--- config.mk ---
export PLATFORM = sky130hd
export DESIGN_NAME = spi_master_ctrl
export DESIGN_NICKNAME = d
export VERILOG_FILES = /design/src/rtl/spi_pkg.sv /design/src/rtl/spi_clk_divider.sv /design/src/rtl/spi_master_ctrl.sv
export SDC_FILE = /design/constraint.sdc
export NUM_CORES = 1
export LEC_CHECK = 0
export ABC_AREA = 0
export CAP_MARGIN = 20
export CORE_ASPECT_RATIO = 1.75
export CORE_UTILIZATION = 40
export DETAILED_ROUTE_END_ITERATION = 10
export PLACE_DENSITY_LB_ADDON = 0.05
export SYNTH_ARGS = -nofsm -noshare
export SYNTH_HDL_FRONTEND = slang
export SYNTH_HIERARCHICAL = 1
export SYNTH_SLANG_ARGS = --single-unit
--- constraint.sdc ---
create_clock -name clk -period 2.3 [get_ports clk]
set_input_delay 0.575 -clock clk [delete_from_list [all_inputs] [get_ports clk]]
set_output_delay 0.575 -clock clk [all_outputs]
set_load 0.02 [all_outputs]
--- src/rtl/spi_pkg.sv ---
// Shared definitions for the stepper-driver SPI initiator.
// Holds the frame geometry (8-bit address byte + 32 data bits), the
// register index constants of the driver and the controller state type.
// A helper assembles the 40-bit frame shifted out MSB first.

package spi_pkg;

    localparam int SPI_ADDR_W     = 8;
    localparam int SPI_DATA_W     = 32;
    localparam int SPI_FRAME_BITS = 40;
    localparam int SPI_WRITE_BIT  = 7;

    // Register indices of the stepper driver
    localparam logic [6:0] REG_STEP_POS = 7'd0;
    localparam logic [6:0] REG_1        = 7'd1;
    localparam logic [6:0] REG_2        = 7'd2;
    localparam logic [6:0] REG_3        = 7'd3;

    typedef enum logic [2:0] {
        ST_IDLE,
        ST_SETUP,
        ST_SHIFT,
        ST_HOLD,
        ST_GAP
    } spi_state_e;

    // Address byte carries the write flag in its top bit; a read sends
    // zeros during the data phase.
    function automatic logic [SPI_FRAME_BITS-1:0] spi_build_frame(
        input logic                  rw_write,
        input logic [6:0]            reg_addr,
        input logic [SPI_DATA_W-1:0] wr_data
    );
        logic [SPI_ADDR_W-1:0] addr_byte;
        addr_byte                = {1'b0, reg_addr};
        addr_byte[SPI_WRITE_BIT] = rw_write;
        return {addr_byte, (rw_write ? wr_data : {SPI_DATA_W{1'b0}})};
    endfunction

endpackage

--- src/rtl/spi_clk_divider.sv ---
// Half-bit tick generator for the SPI initiator.
// Ports:
//   clk, rst_n  - system clock, asynchronous active-low reset
//   en_i        - counting enable; while low the counter is held at 0
//   tick_o      - high for one clk cycle at the end of every half-bit
// The 8-bit counter runs 0..H-1 and wraps to 0, so a tick fires every H
// cycles counted from the cycle after enable rises.

module spi_clk_divider #(
    parameter int CLKS_PER_HALF_BIT = 2
) (
    input  logic clk,
    input  logic rst_n,
    input  logic en_i,
    output logic tick_o
);

    localparam logic [7:0] LAST_CNT = 8'(CLKS_PER_HALF_BIT - 1);

    logic [7:0] cnt_q;
    logic [7:0] cnt_d;

    // Holding the counter at zero while idle aligns the first half-bit
    // exactly with the cycle in which chip select drops.
    always_comb begin
        cnt_d = cnt_q;
        if (!en_i) begin
            cnt_d = 8'd0;
        end else if (cnt_q == LAST_CNT) begin
            cnt_d = 8'd0;
        end else begin
            cnt_d = cnt_q + 8'd1;
        end
    end

    always_ff @(posedge clk or negedge rst_n) begin
        if (!rst_n) begin
            cnt_q <= 8'd0;
        end else begin
            cnt_q <= cnt_d;
        end
    end

    assign tick_o = en_i && (cnt_q == LAST_CNT);

endmodule

--- src/rtl/spi_master_ctrl.sv ---
// SPI mode-0 initiator for the stepper driver's 40-bit register protocol.
// Ports:
//   clk, rst_n          - system clock, asynchronous active-low reset
//   start               - request a frame; only looked at while idle
//   rw_write, reg_addr  - form the address byte {rw_write, reg_addr}
//   wr_data             - write payload (zeros are sent for reads)
//   busy                - frame in progress, including the cs_n gap
//   done                - one-cycle pulse as cs_n returns high
//   rd_data             - last 32 bits sampled from spi_miso
//   spi_clk, spi_cs_n, spi_mosi, spi_miso - SPI pins

module spi_master_ctrl
    import spi_pkg::*;
#(
    parameter int CLKS_PER_HALF_BIT = 2,
    parameter int CS_GAP_HALF_BITS  = 2
) (
    input  logic        clk,
    input  logic        rst_n,
    input  logic        start,
    input  logic        rw_write,
    input  logic [6:0]  reg_addr,
    input  logic [31:0] wr_data,
    output logic        busy,
    output logic        done,
    output logic [31:0] rd_data,
    output logic        spi_clk,
    output logic        spi_cs_n,
    output logic        spi_mosi,
    input  logic        spi_miso
);

    // Half-bit index of the last SCLK-high phase; the falling edge that
    // ends it is the 40th and final one.
    localparam logic [6:0] LAST_EDGE = 7'(2 * SPI_FRAME_BITS - 2);
    localparam logic [6:0] GAP_LAST  = 7'(CS_GAP_HALF_BITS - 1);

    spi_state_e                state_q, state_d;
    logic [SPI_FRAME_BITS-1:0] tx_q, tx_d;
    logic [SPI_DATA_W-1:0]     rx_q, rx_d;
    logic [SPI_DATA_W-1:0]     rd_q, rd_d;
    logic [6:0]                edge_q, edge_d;
    logic                      sclk_q, sclk_d;
    logic                      cs_n_q, cs_n_d;
    logic                      mosi_q, mosi_d;
    logic                      busy_q, busy_d;
    logic                      done_q, done_d;
    logic                      tick;
    logic [SPI_FRAME_BITS-1:0] frame;

    spi_clk_divider #(
        .CLKS_PER_HALF_BIT(CLKS_PER_HALF_BIT)
    ) u_div (
        .clk   (clk),
        .rst_n (rst_n),
        .en_i  (state_q != ST_IDLE),
        .tick_o(tick)
    );

    assign frame = spi_build_frame(rw_write, reg_addr, wr_data);

    // Next-state and datapath logic. Every pin is a register output, so
    // all pin changes are decided here one cycle ahead. MISO is sampled
    // on the clk edge that raises SCLK; the capture register is only 32
    // bits wide so the address-phase bits fall off its top end.
    always_comb begin
        state_d = state_q;
        tx_d    = tx_q;
        rx_d    = rx_q;
        rd_d    = rd_q;
        edge_d  = edge_q;
        sclk_d  = sclk_q;
        cs_n_d  = cs_n_q;
        mosi_d  = mosi_q;
        busy_d  = busy_q;
        done_d  = 1'b0;

        case (state_q)
            ST_IDLE: begin
                if (start) begin
                    state_d = ST_SETUP;
                    mosi_d  = frame[SPI_FRAME_BITS-1];
                    tx_d    = {frame[SPI_FRAME_BITS-2:0], 1'b0};
                    cs_n_d  = 1'b0;
                    busy_d  = 1'b1;
                    edge_d  = 7'd0;
                end
            end
            ST_SETUP: begin
                if (tick) begin
                    state_d = ST_SHIFT;
                    sclk_d  = 1'b1;
                    rx_d    = {rx_q[SPI_DATA_W-2:0], spi_miso};
                    edge_d  = 7'd0;
                end
            end
            ST_SHIFT: begin
                if (tick) begin
                    sclk_d = ~sclk_q;
                    if (edge_q == LAST_EDGE) begin
                        state_d = ST_HOLD;
                        edge_d  = 7'd0;
                    end else begin
                        edge_d = edge_q + 7'd1;
                        if (sclk_q) begin
                            mosi_d = tx_q[SPI_FRAME_BITS-1];
                            tx_d   = {tx_q[SPI_FRAME_BITS-2:0], 1'b0};
                        end else begin
                            rx_d = {rx_q[SPI_DATA_W-2:0], spi_miso};
                        end
                    end
                end
            end
            ST_HOLD: begin
                if (tick) begin
                    state_d = ST_GAP;
                    cs_n_d  = 1'b1;
                    mosi_d  = 1'b0;
                    done_d  = 1'b1;
                    rd_d    = rx_q;
                    edge_d  = 7'd0;
                end
            end
            ST_GAP: begin
                if (tick) begin
                    if (edge_q == GAP_LAST) begin
                        state_d = ST_IDLE;
                        busy_d  = 1'b0;
                        edge_d  = 7'd0;
                    end else begin
                        edge_d = edge_q + 7'd1;
                    end
                end
            end
            default: begin
                state_d = ST_IDLE;
            end
        endcase
    end

    // Reset returns the pins to their idle levels immediately, which
    // also aborts any frame in flight without a done pulse.
    always_ff @(posedge clk or negedge rst_n) begin
        if (!rst_n) begin
            state_q <= ST_IDLE;
            tx_q    <= '0;
            rx_q    <= '0;
            rd_q    <= '0;
            edge_q  <= 7'd0;
            sclk_q  <= 1'b0;
            cs_n_q  <= 1'b1;
            mosi_q  <= 1'b0;
            busy_q  <= 1'b0;
            done_q  <= 1'b0;
        end else begin
            state_q <= state_d;
            tx_q    <= tx_d;
            rx_q    <= rx_d;
            rd_q    <= rd_d;
            edge_q  <= edge_d;
            sclk_q  <= sclk_d;
            cs_n_q  <= cs_n_d;
            mosi_q  <= mosi_d;
            busy_q  <= busy_d;
            done_q  <= done_d;
        end
    end

    assign busy     = busy_q;
    assign done     = done_q;
    assign rd_data  = rd_q;
    assign spi_clk  = sclk_q;
    assign spi_cs_n = cs_n_q;
    assign spi_mosi = mosi_q;

endmodule

==> flow_summary.rst, run 1 <==
.. list-table::
   :header-rows: 1

   * - Metric
     - Value
   * - Cell with the largest stage delay on the worst path
     - sky130_fd_sc_hd__or4b_4
   * - Number of antenna repair diodes
     - 0
   * - Worst-case vdd ir drop
     - 0.553 mV
   * - Distinct cells, synth
     - 53
   * - Remaining antenna violation count after routing
     - 0
   * - Total nets after synthesis
     - 607
   * - Largest family of logic cells by synthesized area
     - simple AND/OR/NAND/NOR gates
   * - Layout net count
     - 707
   * - Die W
     - between 90 and 100 um
   * - Number of instances in the synthesized netlist
     - between 500 and 600
   * - Portion of the clock cycle consumed by the worst path in the final layout
     - 102%
   * - Worst setup EP type
     - flop
   * - Clock root cell
     - sky130_fd_sc_hd__clkbuf_16
   * - Max Transition Viols Final
     - 0
   * - Final setup violation count
     - 46
   * - PortBufs
     - 80
   * - Max incr delay on CP
     - 0.48 ns
   * - Total power divided by cell area
     - 671 nW/um2
   * - Worst hold slack
     - 0.112 ns
   * - Worst setup slack after layout
     - -0.0395 ns
   * - Number of top-level pins
     - 81
   * - Highest Clock Rate
     - approximately 430 MHz
   * - Violations in the final reports
     - negative setup slack
   * - Count of final hold-check violations
     - 0
   * - Die outline area
     - ~14000 um2
   * - Max-cap violations
     - 0
   * - Number of standard-cell rows in the floorplan
     - 56
   * - Quantity of hold-fixing buffers added after cts
     - 0
   * - Portion of the post-synthesis area used by sequential elements
     - 56.4%
   * - Clock latency on the worst-skew pair
     - roughly 0.4 ns
   * - Router iterations before antenna repair
     - 4
   * - Vertical die dimension
     - 158 um
   * - TritonCTS clock tree
     - built
   * - Leak pwr
     - 3.63 nW
   * - Total clock buffers created by CTS
     - 17
   * - Ys flop type
     - sky130_fd_sc_hd__dfrtp_1
   * - Clock-pin slew on the worst setup and hold paths
     - 0.06 ns
   * - Largest net degree at the start of global routing
     - 56
   * - Post-placement setup slack
     - -0.166 ns
   * - Share of synthesized area spent on multiplexers
     - 8.08%
   * - Post-Syn Area
     - 5590 um2
   * - Tightest Pin Transition
     - around 0.6 ns
   * - Effective utilization at floorplan
     - 41.3%
   * - Post-synthesis adder-cell area fraction
     - between 1 and 1.5%
   * - Sink Count
     - 126
   * - Deepest level of the CTS H-tree
     - 4
   * - Post-detail-place hpwl
     - 7.88 mm
   * - Warning count from the yosys run
     - 6
   * - Core Area
     - 13500 um2
   * - Fraction of registers with async set or reset after synthesis
     - 100%
   * - Final design area excluding fillers
     - 7500 um2
   * - Vias after detailed routing
     - between 4000 and 5000
   * - Grt total ovfl
     - 0
   * - Number of antenna violations at the first check in global routing
     - 0
   * - Total negative setup slack
     - -0.816 ns
   * - Worst setup path category
     - flop to flop
   * - Relative slew slack
     - 59.0%
   * - Syn avg cell area
     - 10.0 um2
   * - Post-synthesis register bit count
     - 126
   * - Fraction of layout instances using a drive strength above 1
     - ~17%
   * - Sort of element at the start of the critical path
     - flop
   * - Setup repair after global routing missed its margin
     - true
   * - DP Area
     - 6750 um2
   * - Number of buffers and inverters on the critical path
     - 2
   * - Shortest clock period the worst path allows after layout
     - 2.34 ns
   * - DRC marker count from the first detailed-route iteration
     - 173
   * - Overall power consumption
     - about 5 mW
   * - CP Data Required Time
     - 2.59 ns
   * - Vias per Instance
     - 5.07
   * - Number of global-route vias before repair
     - 4385
   * - Biggest fanout along the worst timing path
     - 16
   * - Crit path cell chain
     - inv_1 -> ha_1 -> or4b_4 -> nor4_4 -> and2_4 -> nand2b_1 -> a21oi_4 -> clkbuf_16 -> mux2_2
   * - Synthesized-area fraction occupied by xor and xnor cells
     - 0.627%
   * - Largest buffer count on any clock path
     - 2
   * - Post-synth EDFFs
     - 0
   * - Layout overhead on the synthesized area
     - 34.2%
   * - Routability congestion estimate
     - 0.812
   * - Basic-gate share of the synthesized area counting and, or, nand and nor cells
     - 19.1%
   * - Wire length of the first global-routing pass
     - 20.2 mm
   * - DRC violation count after routing
     - 0
   * - Worst clock skew
     - 0.0110 ns
   * - Category of cells accounting for the largest share of critical-path delay
     - simple AND/OR/NAND/NOR gates
   * - Total detailed-routing wirelength
     - 12.1 mm
   * - Leading cell type in the layout, fill and taps excluded
     - sky130_fd_sc_hd__nand2_1
   * - Result of the run
     - complete, but fails checks
   * - Fillcell total
     - around 1200
   * - Arrival time of the worst setup path
     - between 2 and 3 ns
   * - GRT Util Overall
     - 17.8%
   * - Area fraction in compound gates after synthesis
     - between 10% and 20%
   * - Commonest non-fill, non-tap cells in the layout
     - 145 x sky130_fd_sc_hd__nand2_1, 125 x sky130_fd_sc_hd__dfrtp_1, 79 x sky130_fd_sc_hd__clkdlybuf4s50_1
   * - Routed length per placed instance
     - 14.3 um
   * - Worst min path class
     - input pin to asynchronous set/reset pin
flip-flops by register name (all words and copies together) (netlist names):
signal / cells
tx_q: 39
edge_q: 7
spi_cs_n: 1
state_q: 3
done: 1
rd_data: 32
rx_q: 32
u_div/cnt_q: 8
spi_clk: 1
spi_mosi: 1
busy: 1
layout make-up:
cell class	count	area, um2	share of cell area [%]
Clock inverter	12	136	1.82
Sequential cell	126	3150	42.1
Inverter	8	32.5	0.434
Timing Repair Buffer	114	1190	15.8
Multi-Input combinational cell	391	2310	30.8
Tap cell	174	218	2.90
Clock buffer	20	457	6.09
report_power, final:
group / internal (mW) / switching [mW] / total [mW]
Combinational: 0.0774 / 0.0628 / 0.140
Clock: 1.66 / 0.994 / 2.65
Sequential: 2.23 / 0.00815 / 2.24
Total: 3.97 / 1.07 / 5.03
worst register-to-register path: cells and delay by family, from the launching register on:
family | cells | cell delay, ns
and+or+nand+nor | 4 | 0.93
AOI/OAI and AO/OA | 1 | 0.20
muxes | 1 | 0.34
adders and majority gates | 1 | 0.12
DFF | 1 | 0.37
buffers and inverters | 2 | 0.27
synth_stat cells (all sizes together), types with 4 or more instances:
master,count,area share (%)
and2,4,0.49
inv,8,0.54
ha,5,1.1
nand2,148,9.9
clkbuf,17,1.2
buf,16,1.9
or3,5,0.56
a21oi,42,3.8
nor2,19,1.6
and3,32,3.6
mux2,33,6.7
nand3,10,0.99
dfrtp,125,56
o21ai,52,4.7
mux2i,8,1.4
metrics by stage:
| stage | cells | util (%) |
|---|---|---|
| 6_report | 845 | 55.5 |
| 5_1_grt | 845 | 55.5 |
| 4_1_cts | 840 | 54.5 |
| 3_5_place_dp | 808 | 49.9 |
| 3_3_place_gp | 808 | 49.9 |
| 2_1_floorplan | 558 | - |
cells by family after synthesis:
group	Yosys count
multiplexers	41
buffers and inverters	41
AND/OR/NAND/NOR	233
XOR/XNOR	4
flip-flops	126
AO/OA/AOI/OAI	108
adder cells (fa/ha/maj)	5
worst paths after layout:
check	from	end	slack (ns)	cells past startpoint
max	u_div/cnt_q[1]$_DFF_PN0_	rx_q[31]$_DFFE_PN0P_	-0.04	9
min	rst_n	rd_data[9]$_DFFE_PN0P_	0.11	1
max reg2reg	u_div/cnt_q[1]$_DFF_PN0_	rx_q[31]$_DFFE_PN0P_	-0.04	9
min reg2reg	rx_q[31]$_DFFE_PN0P_	rd_data[31]$_DFFE_PN0P_	0.46	2
max in group asynchronous	rst_n	rd_data[23]$_DFFE_PN0P_	1.47	2
min in group clk	rx_q[31]$_DFFE_PN0P_	rd_data[31]$_DFFE_PN0P_	0.46	2
what timing repair did:
action                                  in CTS  in global routing
resized for setup                           10                 22
pin swaps                                   10                  6
buffers inserted                             0                  2
endpoints found under the setup margin     106                109
cloned                                       0                  3
layer usage:
metal | global-route usage, % | share of wire, %
met1 | 19.7 | 42
met4 | 8.31 | 2.3
met2 | 32.0 | 53
met3 | 4.20 | 3.0
met5 | 0 | 0
No activity file was read; power rests on OpenSTA's default activity.
==> run 2: changes to the inputs <==
Settings changed: CTS_BUF_LIST set to sky130_fd_sc_hd__clkbuf_4 sky130_fd_sc_hd__clkbuf_8 sky130_fd_sc_hd__clkbuf_16.
==> flow_summary.rst, run 2 (synthesized netlist as in run 1, its figures left out) <==
.. list-table::
   :header-rows: 1

   * - Metric
     - Value
   * - Total detailed-routing wirelength
     - 12.0 mm
   * - Layout net count
     - approximately 700
   * - GRT Util Overall
     - 17.7%
   * - Fraction of layout instances using a drive strength above 1
     - 17.0%
   * - Grt total ovfl
     - 0
   * - PortBufs
     - 80
   * - Worst setup slack after layout
     - -0.0380 ns
   * - Relative slew slack
     - 59.0%
   * - Worst min path class
     - input pin to asynchronous set/reset pin
   * - Tightest Pin Transition
     - around 0.62 ns
   * - Routed length per placed instance
     - 14.2 um
   * - Max incr delay on CP
     - 0.48 ns
   * - Final Core Density
     - 55.5%
   * - Arrival time of the worst setup path
     - approximately 2.6 ns
   * - Quantity of hold-fixing buffers added after cts
     - 0
   * - Sink Count
     - 126
   * - Vias per Instance
     - 5.11
   * - Total power divided by cell area
     - 672 nW/um2
   * - Top reg by flops
     - tx_q
   * - Sort of element at the start of the critical path
     - flop
   * - Vias after detailed routing
     - 4317
   * - Worst setup path category
     - flop to flop
   * - Number of global-route vias before repair
     - 4388
   * - Leak pwr
     - 3.64 nW
   * - DRC marker count from the first detailed-route iteration
     - 152
   * - Critical R2R Capture
     - rx_q[29]$_DFFE_PN0P_
   * - Deepest level of the CTS H-tree
     - 4
   * - Number of top-level pins
     - between 80 and 90
   * - Router iterations before antenna repair
     - 4
   * - Highest Clock Rate
     - 428 MHz
   * - Worst clock skew
     - roughly 0.011 ns
   * - Number of antenna violations at the first check in global routing
     - 0
   * - Count of final hold-check violations
     - 0
   * - Clock root cell
     - sky130_fd_sc_hd__clkbuf_16
   * - Die W
     - 91.3 um
   * - Max Transition Viols Final
     - 0
   * - Max-cap violations
     - 0
   * - Register-to-Register Path Depth
     - 9
   * - Number of antenna repair diodes
     - 0
   * - Overall power consumption
     - 5.04 mW
   * - Violations in the final reports
     - negative setup slack
   * - Commonest non-fill, non-tap cells in the layout
     - 145 x sky130_fd_sc_hd__nand2_1, 125 x sky130_fd_sc_hd__dfrtp_1, 79 x sky130_fd_sc_hd__clkdlybuf4s50_1
   * - Routability congestion estimate
     - between 0.8 and 0.9
   * - Total negative setup slack
     - -0.793 ns
   * - Leading cell type in the layout, fill and taps excluded
     - sky130_fd_sc_hd__nand2_1
   * - Setup repair after global routing missed its margin
     - true
   * - CP Data Required Time
     - between 2 and 3 ns
   * - Final setup violation count
     - 45
   * - Largest buffer count on any clock path
     - 2
   * - Result of the run
     - complete, but fails checks
   * - Number of flip-flops in the largest register
     - 39
   * - Biggest fanout along the worst timing path
     - 16
   * - Post-detail-place hpwl
     - about 7.9 mm
   * - Core Area
     - 13500 um2
   * - Clock latency on the worst-skew pair
     - around 0.41 ns
   * - Vertical die dimension
     - 158 um
   * - Remaining antenna violation count after routing
     - 0
   * - Crit path cell chain
     - inv_1 -> ha_1 -> or4b_4 -> nor4_4 -> and2_4 -> nand2b_1 -> a21oi_4 -> clkbuf_16 -> mux2_2
   * - Clock-pin slew on the worst setup and hold paths
     - 0.06 ns
   * - Post-placement setup slack
     - -0.166 ns
   * - Wire length of the first global-routing pass
     - 20.1 mm
   * - Total clock buffers created by CTS
     - 17
   * - Cell with the largest stage delay on the worst path
     - sky130_fd_sc_hd__or4b_4
   * - TritonCTS clock tree
     - built
   * - Layout overhead on the synthesized area
     - 34.3%
   * - Effective utilization at floorplan
     - 41.3%
   * - Worst-case vdd ir drop
     - between 0.5 and 0.6 mV
   * - Largest net degree at the start of global routing
     - 56
   * - DRC violation count after routing
     - 0
   * - Fillcell total
     - between 1000 and 1500
   * - R2r startpoint
     - u_div/cnt_q[1]$_DFF_PN0_
   * - Number of standard-cell rows in the floorplan
     - 56
   * - Portion of the clock cycle consumed by the worst path in the final layout
     - 102%
   * - Worst setup EP type
     - flop
   * - Worst R2R Setup Slack
     - -0.04 ns
   * - Die outline area
     - 14500 um2
   * - Shortest clock period the worst path allows after layout
     - 2.34 ns
run 2: how the worst max path moves through the flow:
stage                                   from                   end  slack [ns]  depth (start not counted)
floorplan           u_div/cnt_q[1]$_DFF_PN0_   rx_q[8]$_DFFE_PN0P_       -0.05                         10
global placement    u_div/cnt_q[1]$_DFF_PN0_  spi_mosi$_DFFE_PN0P_       -0.11                         11
detailed placement  u_div/cnt_q[1]$_DFF_PN0_  spi_mosi$_DFFE_PN0P_       -0.17                         11
CTS                 u_div/cnt_q[1]$_DFF_PN0_   rx_q[4]$_DFFE_PN0P_       -0.05                          9
global route        u_div/cnt_q[1]$_DFF_PN0_   rx_q[3]$_DFFE_PN0P_       -0.20                          9
finish              u_div/cnt_q[1]$_DFF_PN0_  rx_q[29]$_DFFE_PN0P_       -0.04                          9
run 2: through the flow:
stage	instances	hold slack (ns)	instance area (um2)
CTS	840	0.109	7380
floorplan	558	0.279	5640
global placement	808	0.447	6750
finish	845	0.110	7510
detailed placement	808	0.453	6750
global route	845	0.134	7510
run 2: metal layers:
metal	GRT usage, %	vias to the layer above	part of all wire, %
li1	-	2090	-
met1	19.8	2113	42
met2	31.6	88	53
met3	4.06	26	3.0
met4	8.77	0	2.4
met5	0	-	0
run 2: area by class of cell:
class | instances | area (um2) | share of cell area [%]
flip-flops and latches | 126 | 3150 | 42.0
multi-input cells | 391 | 2320 | 30.9
repair buffers | 114 | 1190 | 15.8
clock buffers | 20 | 460 | 6.13
well taps | 174 | 218 | 2.90
clock inverters | 12 | 136 | 1.82
inverters | 8 | 32.5 | 0.433
run 2: power breakdown:
group,internal [mW],leakage (nW),switching [mW]
clock,1.67,0.298,0.997
combinational,0.0774,1.64,0.0629
sequential,2.23,1.70,0.00813
run 2: timing repair:
action	CTS	global route
setup endpoints to repair	106	109
cloned	0	3
buffers inserted	0	2
pin swaps	10	6
gates resized for setup	10	22
run 2: worst max-delay path, delay by kind of cell (launching register included):
kind,cells,cell delay (ns)
simple gates,4,0.92
flops,1,0.37
mux,1,0.34
buf+inv,2,0.27
compound gates,1,0.20
fa+ha+maj,1,0.12
==> run 3: changes to the inputs <==
Settings changed: SKIP_CTS_REPAIR_TIMING set to 1.
==> flow_summary.rst, run 3 (synthesized netlist as in run 1, its figures left out) <==
.. list-table::
   :header-rows: 1

   * - Metric
     - Value
   * - Clock root cell
     - sky130_fd_sc_hd__clkbuf_16
   * - Leak pwr
     - ~3.6 nW
   * - Fillcell total
     - 1226
   * - Violations in the final reports
     - negative setup slack
   * - Router iterations before antenna repair
     - 4
   * - Wire length of the first global-routing pass
     - 20.0 mm
   * - Max Transition Viols Final
     - 0
   * - Worst setup slack after layout
     - -0.0542 ns
   * - Tightest Pin Transition
     - between 0.6 and 0.7 ns
   * - Largest net degree at the start of global routing
     - 56
   * - Fraction of layout instances using a drive strength above 1
     - ~17%
   * - Cell with the largest stage delay on the worst path
     - sky130_fd_sc_hd__or4b_4
   * - Clock-pin slew on the worst setup and hold paths
     - 0.06 ns
   * - Number of global-route vias before repair
     - between 4000 and 5000
   * - Remaining antenna violation count after routing
     - 0
   * - Number of standard-cell rows in the floorplan
     - 56
   * - Biggest fanout along the worst timing path
     - 4
   * - Vias after detailed routing
     - 4305
   * - Vias per Instance
     - 5.09
   * - Final Instance Count excl. Fillers
     - 846
   * - Portion of the clock cycle consumed by the worst path in the final layout
     - 102%
   * - Largest buffer count on any clock path
     - 2
   * - Die outline area
     - 14500 um2
   * - Worst R2R Setup Slack
     - -0.05 ns
   * - TritonCTS clock tree
     - built
   * - Multi-input logic area
     - 2300 um2
   * - Register-to-Register Path Depth
     - 10
   * - Clock latency on the worst-skew pair
     - 0.41 ns
   * - Total power divided by cell area
     - ~670 nW/um2
   * - Result of the run
     - complete, but fails checks
   * - Register cell area after layout
     - 3150 um2
   * - Sink Count
     - ~130
   * - DRC violation count after routing
     - 0
   * - Deepest level of the CTS H-tree
     - 4
   * - Grt total ovfl
     - 0
   * - Count of final hold-check violations
     - 0
   * - Leading cell type in the layout, fill and taps excluded
     - sky130_fd_sc_hd__nand2_1
   * - Number of antenna repair diodes
     - 0
   * - Layout overhead on the synthesized area
     - 34.3%
   * - Die W
     - approximately 90 um
   * - Core Area
     - 13500 um2
   * - Final setup violation count
     - 67
   * - Relative slew slack
     - between 50% and 60%
   * - Critical R2R Capture
     - spi_mosi$_DFFE_PN0P_
   * - CP Data Required Time
     - about 2.6 ns
   * - Sort of element at the start of the critical path
     - flop
   * - Routability congestion estimate
     - 0.812
   * - Total detailed-routing wirelength
     - 12.1 mm
   * - Worst-case vdd ir drop
     - 0.572 mV
   * - Number of top-level pins
     - 81
   * - Effective utilization at floorplan
     - 41.3%
   * - Number of antenna violations at the first check in global routing
     - 0
   * - Worst min path class
     - input pin to asynchronous set/reset pin
   * - Commonest non-fill, non-tap cells in the layout
     - 148 x sky130_fd_sc_hd__nand2_1, 125 x sky130_fd_sc_hd__dfrtp_1, 79 x sky130_fd_sc_hd__clkdlybuf4s50_1
   * - Setup repair after global routing missed its margin
     - true
   * - Layout net count
     - approximately 700
   * - Worst clock skew
     - 0.0115 ns
   * - Number of cells in the design after placement
     - 808
   * - Worst hold slack
     - between 0.1 and 0.15 ns
   * - PortBufs
     - 80
   * - Max-cap violations
     - 0
   * - Routed length per placed instance
     - 14.3 um
   * - GRT Util Overall
     - 17.6%
   * - Worst setup path category
     - flop to flop
   * - Max incr delay on CP
     - 0.48 ns
   * - Worst setup EP type
     - flop
   * - Crit path cell chain
     - inv_1 -> ha_1 -> or4b_4 -> nor4_4 -> and2_4 -> buf_4 -> buf_4 -> a31oi_1 -> nor3_1 -> mux2_2
   * - Total clock buffers created by CTS
     - 17
   * - Arrival time of the worst setup path
     - 2.64 ns
   * - Vertical die dimension
     - ~160 um
   * - DRC marker count from the first detailed-route iteration
     - 139
   * - Highest Clock Rate
     - 425 MHz
   * - Number of flip-flops in the largest register
     - 39
   * - R2r startpoint
     - u_div/cnt_q[1]$_DFF_PN0_
   * - Cell type with the highest occurrence count on the critical path
     - sky130_fd_sc_hd__buf_4
   * - Shortest clock period the worst path allows after layout
     - 2.35 ns
   * - Post-detail-place hpwl
     - 7.88 mm
   * - Top reg by flops
     - tx_q
-- run 3: power by group --
group          switching, mW  internal [mW]
clock network          0.993           1.67
registers            0.00831           2.23
logic                 0.0626         0.0781
-- run 3: how the worst max path moves through the flow --
| stage | end | from | cells past startpoint |
|---|---|---|---|
| after floorplan | rx_q[8]$_DFFE_PN0P_ | u_div/cnt_q[1]$_DFF_PN0_ | 10 |
| after global placement | spi_mosi$_DFFE_PN0P_ | u_div/cnt_q[1]$_DFF_PN0_ | 11 |
| after detailed placement | spi_mosi$_DFFE_PN0P_ | u_div/cnt_q[1]$_DFF_PN0_ | 11 |
| after CTS | spi_mosi$_DFFE_PN0P_ | u_div/cnt_q[1]$_DFF_PN0_ | 11 |
| after global routing | spi_mosi$_DFFE_PN0P_ | u_div/cnt_q[1]$_DFF_PN0_ | 11 |
| final | spi_mosi$_DFFE_PN0P_ | u_div/cnt_q[1]$_DFF_PN0_ | 10 |
-- run 3: cell type report --
class | instances | area share (%)
multi-input cells | 391 | 30.6
inverters | 8 | 0.433
repair buffers | 115 | 16.1
clock buffers | 20 | 6.14
clock inverters | 12 | 1.82
well taps | 174 | 2.90
flip-flops and latches | 126 | 42.0
-- run 3: layer usage --
metal	GRT usage, %	wire [um]	vias up
li1	-	-	2088
met1	19.6	5070	2113
met2	31.3	6380	81
met3	4.06	359	23
met4	8.77	274	0
met5	0	0	-
-- run 3: stage by stage --
step / worst slack [ns] / power [mW] / TNS, ns / cell area (um2) / util [%]
2_1_floorplan: -0.0534 / 2.29 / -2.34 / 5640 / -
3_3_place_gp: -0.108 / 2.42 / -6.06 / 6750 / 49.9
3_5_place_dp: -0.166 / 2.42 / -7.54 / 6750 / 49.9
4_1_cts: -0.186 / 5.12 / -9.22 / 7350 / 54.3
5_1_grt: -0.200 / 5.22 / -12.53 / 7500 / 55.5
6_report: -0.0542 / 5.04 / -1.51 / 7500 / 55.5
-- run 3: critical path: cells and delay by family, from the launching register on --
kind	cells	cell delay, ns
AO/OA/AOI/OAI	1	0.07
adder cells (fa/ha/maj)	1	0.12
buffers and inverters	3	0.27
flip-flops	1	0.37
multiplexers	1	0.36
AND/OR/NAND/NOR	4	1.04
